==> config.mk <==
export PLATFORM = sky130hd
export DESIGN_NAME = db9_joy_splitter
export DESIGN_NICKNAME = d
export VERILOG_FILES = /design/src/rtl/db9_joy_splitter.sv
export SDC_FILE = /design/constraint.sdc
export NUM_CORES = 1
export LEC_CHECK = 0
export ABC_AREA = 1
export BUFFER_PORTS_ARGS = -buffer_cell sky130_fd_sc_hd__clkbuf_2
export CELL_PAD_IN_SITES_DETAIL_PLACEMENT = 2
export CELL_PAD_IN_SITES_GLOBAL_PLACEMENT = 2
export CORE_MARGIN = 1.5
export CORE_UTILIZATION = 35
export CTS_CLUSTER_SIZE = 25
export DETAILED_ROUTE_END_ITERATION = 12
export GPL_TIMING_DRIVEN = 0
export PLACE_DENSITY_LB_ADDON = 0.05
export SLEW_MARGIN = 20
export SYNTH_ARGS = -nofsm -noshare
export SYNTH_HDL_FRONTEND = slang
export SYNTH_SLANG_ARGS = --single-unit
==> constraint.sdc <==
create_clock -name clk_sys -period 5.65 [get_ports clk_sys]
set_clock_uncertainty 0.2 [all_clocks]
set_input_delay 1.695 -clock clk_sys [delete_from_list [all_inputs] [get_ports clk_sys]]
set_output_delay 1.695 -clock clk_sys [all_outputs]
set_load 0.005 [all_outputs]
==> src/rtl/db9_joy_splitter.sv <==
// DB9 pad scanner: Mega Drive 3/6-button and Atari pads behind a splitter; DB9_JOY_DEBOUNCE_EN gates commits on two equal scans.
// Latency: SETTLE_CYC + 8*PHASE_CYC + 1 cycles per slot; no backpressure, joy_out holds between commits.
module db9_joy_splitter #(
  parameter int NUM_PLAYERS = 2,
  parameter int PHASE_CYC   = 64,
  parameter int SETTLE_CYC  = 32,
  localparam int PL_W       = (NUM_PLAYERS == 4) ? 2 : 1
) (
  input  logic                     clk_sys,
  input  logic                     reset,
  input  logic [1:0]               mode,
  input  logic [5:0]               db9_in,
  output logic                     db9_select,
  output logic [PL_W-1:0]          splitter_sel,
  output logic [12*NUM_PLAYERS-1:0] joy_out,
  output logic [NUM_PLAYERS-1:0]   pad6,
  output logic                     frame_tick
);

  localparam int CNT_MAX = (PHASE_CYC > SETTLE_CYC) ? PHASE_CYC : SETTLE_CYC;
  localparam int CNT_W   = $clog2(CNT_MAX);

  typedef enum logic [1:0] {S_OFF, S_SETTLE, S_PHASE, S_COMMIT} state_t;

  state_t            state_q, state_d;
  logic [2:0]        phase_q, phase_d;
  logic [CNT_W-1:0]  cnt_q, cnt_d;
  logic [PL_W-1:0]   slot_q, slot_d;
  logic [1:0]        mode_q;
  logic [11:0]       shadow_q;
  logic              md_q, six_q;

  logic              mode_chg, split_mode, phase_end, commit_wr, frame_d, md_now;
  logic [PL_W-1:0]   tgt;
  logic [5:0]        pr;

`ifdef DB9_JOY_DEBOUNCE_EN
  logic [12:0]       prev_q [NUM_PLAYERS];
`endif

  assign pr           = ~db9_in;
  assign md_now       = pr[1] & pr[0];
  assign splitter_sel = slot_q;

  always_comb begin
    state_d    = state_q;
    phase_d    = phase_q;
    cnt_d      = cnt_q;
    slot_d     = slot_q;
    mode_chg   = (mode != mode_q);
    split_mode = (mode == 2'b10);
    phase_end  = (cnt_q == CNT_W'(PHASE_CYC - 1));
    tgt        = split_mode ? slot_q : PL_W'(mode[0]);
    commit_wr  = (state_q == S_COMMIT) && !mode_chg;
    frame_d    = commit_wr && (!split_mode || slot_q == PL_W'(NUM_PLAYERS - 1));

    case (state_q)
      S_OFF: begin
        if (mode != 2'b11) begin
          state_d = S_SETTLE;
          cnt_d   = '0;
          slot_d  = '0;
        end
      end
      S_SETTLE: begin
        if (cnt_q == CNT_W'(SETTLE_CYC - 1)) begin
          state_d = S_PHASE;
          phase_d = '0;
          cnt_d   = '0;
        end else begin
          cnt_d = cnt_q + CNT_W'(1);
        end
      end
      S_PHASE: begin
        if (phase_end) begin
          cnt_d = '0;
          if (phase_q == 3'd7) state_d = S_COMMIT;
          else                 phase_d = phase_q + 3'd1;
        end else begin
          cnt_d = cnt_q + CNT_W'(1);
        end
      end
      S_COMMIT: begin
        state_d = S_SETTLE;
        cnt_d   = '0;
        phase_d = '0;
        if (split_mode && slot_q != PL_W'(NUM_PLAYERS - 1)) slot_d = slot_q + PL_W'(1);
        else                                                slot_d = '0;
      end
      default: state_d = S_OFF;
    endcase

    // A mode change overrides whatever the scan was doing and restarts at slot 0.
    if (mode_chg) begin
      state_d = (mode == 2'b11) ? S_OFF : S_SETTLE;
      cnt_d   = '0;
      phase_d = '0;
      slot_d  = '0;
    end
  end

  always_ff @(posedge clk_sys) begin
    if (reset) begin
      state_q    <= (mode == 2'b11) ? S_OFF : S_SETTLE;
      phase_q    <= '0;
      cnt_q      <= '0;
      slot_q     <= '0;
      mode_q     <= mode;
      db9_select <= 1'b1;
      joy_out    <= '0;
      pad6       <= '0;
      frame_tick <= 1'b0;
      shadow_q   <= '0;
      md_q       <= 1'b0;
      six_q      <= 1'b0;
`ifdef DB9_JOY_DEBOUNCE_EN
      for (int p = 0; p < NUM_PLAYERS; p++) prev_q[p] <= '0;
`endif
    end else begin
      state_q    <= state_d;
      phase_q    <= phase_d;
      cnt_q      <= cnt_d;
      slot_q     <= slot_d;
      mode_q     <= mode;
      db9_select <= (state_d == S_PHASE) ? ~phase_d[0] : 1'b1;
      frame_tick <= frame_d;

      if (state_q != S_PHASE) begin
        shadow_q <= '0;
        md_q     <= 1'b0;
        six_q    <= 1'b0;
      end else if (phase_end) begin
        case (phase_q)
          3'd0: shadow_q[5:0] <= {pr[5], pr[4], pr[0], pr[1], pr[2], pr[3]};
          3'd1: begin
            md_q          <= md_now;
            shadow_q[7:6] <= md_now ? {pr[5], pr[4]} : 2'b00;
          end
          3'd5: six_q <= md_q & (&pr[3:0]);
          3'd6: shadow_q[11:8] <= six_q ? {pr[0], pr[1], pr[2], pr[3]} : 4'b0000;
          default: ;
        endcase
      end

      if (commit_wr) begin
`ifdef DB9_JOY_DEBOUNCE_EN
        prev_q[tgt] <= {six_q, shadow_q};
        if ({six_q, shadow_q} == prev_q[tgt]) begin
          joy_out[12*int'(tgt) +: 12] <= shadow_q;
          pad6[tgt]                   <= six_q;
        end
`else
        joy_out[12*int'(tgt) +: 12] <= shadow_q;
        pad6[tgt]                   <= six_q;
`endif
      end

      for (int p = 0; p < NUM_PLAYERS; p++) begin
        if (mode_chg && !((mode == 2'b10) || (mode == 2'b00 && p == 0) ||
                          (mode == 2'b01 && p == 1))) begin
          joy_out[12*p +: 12] <= '0;
          pad6[p]             <= 1'b0;
        end
      end
    end
  end

endmodule
* Word-level counts from Yosys, hierarchy flattened
Index checks and enable logic that the tools add are counted.
Word-level totals: RAM bits 0, memories kept 0, latch bits 0, register bits after elaboration 56, input port bits 10, output and inout port bits 29, word-level logic and storage cells 109, bits in read-only memories 0
Operators by class: bitwise operators 6, add/subtract/negate cells 4, shift operators 2, reduce and logical (&&, ||, !) cells 30, multiply operators 1, eq/ne operators 20, div/mod/pow operators 0, multiplexer cells 27, magnitude comparators 2
Operator list (count):
- negator 5 -> 33 bit | 1
- variable shift 12 x 33 -> 24 bit (first input constant) | 1
- variable part select 12 x 33 -> 24 bit | 1
- bitwise mux 24 bit | 1
- one-hot mux 6 bit (4 select lines) | 1
- 2-to-1 mux 6 bit | 3
- 2-to-1 mux 2 bit | 7
- != test 2 bit (second input constant) | 6
- == test 2 bit (second input constant) | 5
- AND reduction 2 bit | 5
- OR reduction 2 bit | 5
- == test 3 bit (second input constant) | 3
- 2-to-1 mux 3 bit | 3
- one-hot mux 3 bit (3 select lines) | 1
- one-hot mux 2 bit (4 select lines) | 1
- AND reduction 4 bit | 2
- adder 6 x 1 -> 6 bit (second input constant) | 1
- == test 6 x 5 -> 1 bit (second input constant) | 1
- == test 6 bit (second input constant) | 1
- logical AND 1 bit | 6
- 2-to-1 mux 1 bit | 6
- inverter 6 bit | 1
- == test 2 x 1 -> 1 bit (second input constant) | 2
- logical NOT 1 bit | 4
- 18 further kinds | 24

* Logic depth before layout (Yosys ltp)
depth in word-level cells 8, mapped depth 10, mapped depth without buffers 10

* Least setup slack after synthesis
No wires, ideal clock.
path kind input port to flip-flop, start point input port mode[0], end point register joy_out[10], data arrival time 2814 ps, path buffers 1, stages 10, setup slack 2571 ps, setup time 66 ps, required time 5384 ps, path through inv_1 ha_1 inv_2 nor2_1 a21oi_2 inv_2 nand2_2 buf_2 nand2_1 a21boi_2
Between the ends: longest elaborated chain between the ends 6, elaborated cells between the ends (all ways) 15, those cells by class add/sub (1); mul (1); eq/ne (2); shift (2); mux (2); reduce/logical (7)
Ends and longest elaborated chain:
- start, declared | line 11 | input logic [1:0] mode,
- == test 2 bit | line 51, 159
- 2-to-1 mux 1 bit | line 53 | tgt = split_mode ? slot_q : PL_W'(mode[0]);
- multiplier 2 x 1 -> 3 bit | line 153 | joy_out[12*int'(tgt) +: 12] <= shadow_q;
- negator 5 -> 33 bit | line 153
- variable part select 12 x 33 -> 24 bit or variable shift 12 x 33 -> 24 bit (tied branches) | line 153
- bitwise mux 24 bit | line 153
- end signal, assigned by index | line 153
- end, declared | line 15 | output logic [12*NUM_PLAYERS-1:0] joy_out,
Several ways; a longest one is shown, not always the timed one. A chain may end at the register's enable or synchronous reset.

* Worst setup path after layout
start point input port mode[0], end point register joy_out[6]
The elaborated chain is that of the path after synthesis.

==> Implementation_results.wiki <==
{| class="wikitable"
! Metric !! Value
|-
| Pwr per Cell Area || ~240 nW/um2
|-
| Average wire length per cell after detail routing || 14.8 um
|-
| Finished Core Util || 42.2%
|-
| Critical-path cell list || clkbuf_2 -> inv_1 -> ha_1 -> inv_2 -> nor2_1 -> a21oi_2 -> inv_2 -> nand2_2 -> buf_2 -> nand2_1 -> a21boi_2
|-
| Yosys warnings || 0
|-
| Number of antenna repair diodes || 0
|-
| Most repeated library cell on the critical path || sky130_fd_sc_hd__inv_2
|-
| Number of instances in the synthesized netlist || approximately 340
|-
| Fin. max-slew vios || 0
|-
| Number of gates given a new drive strength after cts || 0
|-
| CP endpoint kind || flop
|-
| Top-Level Pins || 39
|-
| Peak Freq || 308 MHz
|-
| Mean instance size in the synthesized netlist || between 7 and 8 um2
|-
| Aggregate global-route resource usage || roughly a fifth
|-
| # hold bufs at CTS || 0
|-
| Area grow syn2layout || 15.9%
|-
| Largest net degree at the start of global routing || 17
|-
| Clock latency on the worst-skew pair || between 300 and 400 ps
|-
| Num CTS Buffers || 5
|-
| Clock-pin transition on the worst setup and hold timing paths || around 100 ps
|-
| Adder-cell area share of the yosys netlist || approximately 6.6%
|-
| Global-route wire length before repair || about 12,000 um
|-
| Final count of negative-setup-slack endpoints || 0
|-
| Synth Area in Simple Gates || approximately a quarter
|-
| Die Width || 90.1 um
|-
| Worst rel slew slack || around two thirds
|-
| Die area || around 8000 um2
|-
| Clock Tree Root || sky130_fd_sc_hd__clkbuf_8
|-
| Via count of the first global-routing pass || between 2,000 and 3,000
|-
| Share of the yosys chip area belonging to registers || 42.2%
|-
| Number of buffers on the longest clock path || 2
|-
| Filler instances || approximately 900
|-
| Routed vias/inst || about 5
|-
| Mux contribution to synthesized area || 0%
|-
| I/O Buffers || 38
|-
| Post-synthesis instance area || 2660 um2
|-
| Number of distinct library cells after synthesis || 28
|-
| Cell type of the slowest stage on the worst timing path || sky130_fd_sc_hd__a21oi_2
|-
| Sort of element at the start of the critical path || input pin
|-
| Number of placed cells counting well taps || approximately 470
|-
| Residual DRC count || 0
|-
| Number of antenna-violating nets in the routed design || 0
|-
| Hold WS || ~260 ps
|-
| Fraction of layout cells with a size suffix above 1 || between 20% and 30%
|-
| DRT iter0 DRCs || 34
|-
| Signal arrival time at the worst endpoint || about 3300 ps
|-
| Summed negative setup slack over all endpoints || 0 ps
|-
| Antenna violations before repair || 0
|-
| Xor/xnor cell area share of the yosys netlist || less than 1%
|-
| Outcome || finished clean
|-
| Nets || slightly above 400
|-
| Required time of the worst setup path || between 5000 and 6000 ps
|-
| Effective utilization at floorplan || between 30% and 40%
|-
| Max H-tree Level || 2
|-
| Endpoints failing hold || 0
|-
| Unrepaired setup endpoints after global routing || false
|-
| Vertical die dimension || between 90 and 100 um
|-
| GR Overflow Total || 0
|-
| Global placement routability congestion || about 0.81
|-
| IR Drop Worst-Case VDD || roughly 0.1 mV
|-
| Worst-margin pin slew || approximately 490 ps
|-
| Worst hold-check path type || flop to flop
|-
| Number of detailed-routing iterations run before antenna repair || 4
|-
| Delay-heaviest family, CP || buffers and inverters
|-
| Total via count in the routed design || between 2,000 and 2,500
|-
| Class of the most critical setup path || input pin to flop
|-
| # rows || 31
|-
| Complex-gate fraction of the synthesized area || between 10% and 20%
|-
| Non-Filler Instances || 482
|-
| Combinational family with the most area after synthesis || simple AND/OR/NAND/NOR gates
|-
| Max Cap Viol || 0
|-
| TritonCTS sink count || 56
|-
| Setup bufs post-CTS || 0
|-
| Min cycle time layout || ~3200 ps
|-
| TritonCTS clock tree || yes
|-
| Detailed-route wire length || 7110 um
|-
| Core area || 7290 um2
|-
| Nets in the synthesized netlist || roughly 360
|-
| Portion of the clock cycle consumed by the worst path in the final layout || between 50 and 60%
|-
| Number of buffer and inverter stages on the critical path || 5
|-
| Hpwl dp || about 5700 um
|-
| Pleak || between 1 and 1.5 nW
|-
| Maximum cell stage delay along the critical path || ~290 ps
|-
| Synthesized flop and latch total || 56
|-
| Maximum net fanout on the critical path || 10
|}
-- placed cells by master (no fill, tap or decap), drive strengths merged --
master / netlist / layout
nand2: 71 / 71
dfxtp: 56 / 56
nand3: 45 / 45
clkbuf: 0 / 44
inv: 43 / 43
a21oi: 27 / 27
a21boi: 26 / 26
nor2: 18 / 18
ha: 14 / 14
o21ai: 11 / 11
buf: 9 / 9
nor3: 5 / 5
a31oi: 3 / 3
xnor2: 2 / 2
nand4: 2 / 2
clkinv: 1 / 2
o21bai: 1 / 1
nand3b: 1 / 1
o21a: 1 / 1
or2: 1 / 1
bufinv: 0 / 1
-- cell type report --
type | instances | area, um2 | share of cell area [%]
buffer | 9 | 57.6 | 1.87
clock buffer | 6 | 72.6 | 2.36
clock inverter | 2 | 35.0 | 1.14
inverter | 44 | 165 | 5.37
multi-input combinational | 228 | 1310 | 42.6
sequential | 56 | 1120 | 36.4
tap | 99 | 124 | 4.02
timing repair buffer | 38 | 190 | 6.18
-- layer usage --
layer / part of all wire [%] / vias to the layer above / track usage [%]
met4: 0.72 / 0 / 3.57
met3: 2.1 / 5 / 2.79
met2: 56 / 22 / 36.9
met5: 0 / - / 0
met1: 41 / 1160 / 21.0
li1: - / 1192 / -
-- stage by stage --
step | instance area [um2] | worst slack (ps) | power, mW
2_1_floorplan | 2660 | 2570 | 0.455
3_3_place_gp | 2970 | 2160 | 0.473
3_5_place_dp | 2970 | 2050 | 0.476
4_1_cts | 3080 | 2380 | 0.741
5_1_grt | 3080 | 2240 | 0.766
6_report | 3080 | 2410 | 0.732
-- where the power goes --
part / switching [mW] / internal, mW / total, mW / leakage, nW
logic: 0.0415 / 0.0238 / 0.0653 / 0.717
clock network: 0.135 / 0.132 / 0.267 / 0.0552
registers: 0.00231 / 0.397 / 0.399 / 0.452
-- worst reg2reg max path, delay by kind of cell (launching register included) --
kind          cells  cell delay, ps
simple gates      6             740
buf+inv           2             420
flops             1             360
fa+ha+maj         1             290
-- cell usage after synthesis, drive strengths merged --
cell,number,area (um2)
a21boi,26,233
nand4,2,12.5
xnor2,2,17.5
clkinv,1,3.75
o21a,1,7.51
o21ai,11,55.1
inv,43,161
a31oi,3,18.8
a21oi,27,143
nor3,5,25.0
nand2,71,274
buf,9,57.6
nand3b,1,7.51
or2,1,6.26
o21bai,1,11.3
dfxtp,56,1120
ha,14,175
nand3,45,225
nor2,18,101
-- worst paths after layout --
| path | startpoint | endpoint | slack (ps) | cells past startpoint |
|---|---|---|---|---|
| worst max-delay path | mode[0] | joy_out[6] | 2410 | 11 |
| worst min-delay path | joy_out[18] | joy_out[18] | 260 | 2 |
| worst max register to register | state_q[0] | db9_select | 3550 | 9 |
| worst min register to register | joy_out[18] | joy_out[18] | 260 | 2 |
-- registers in the layout (all words and copies together) (netlist names), 2 cells and up --
signal,cells
phase_q,3
shadow_q,12
cnt_q,6
pad6,2
mode_q,2
state_q,2
joy_out,24
-- logic make-up (layout without fill, tap and decap cells) --
| family | after synthesis | in the layout |
|---|---|---|
| adder cells (fa/ha/maj) | 14 | 14 |
| buffers and inverters | 53 | 99 |
| XOR/XNOR | 2 | 2 |
| flip-flops | 56 | 56 |
| AO/OA/AOI/OAI | 69 | 69 |
| AND/OR/NAND/NOR | 143 | 143 |
Power figures use the tool's default switching activity.
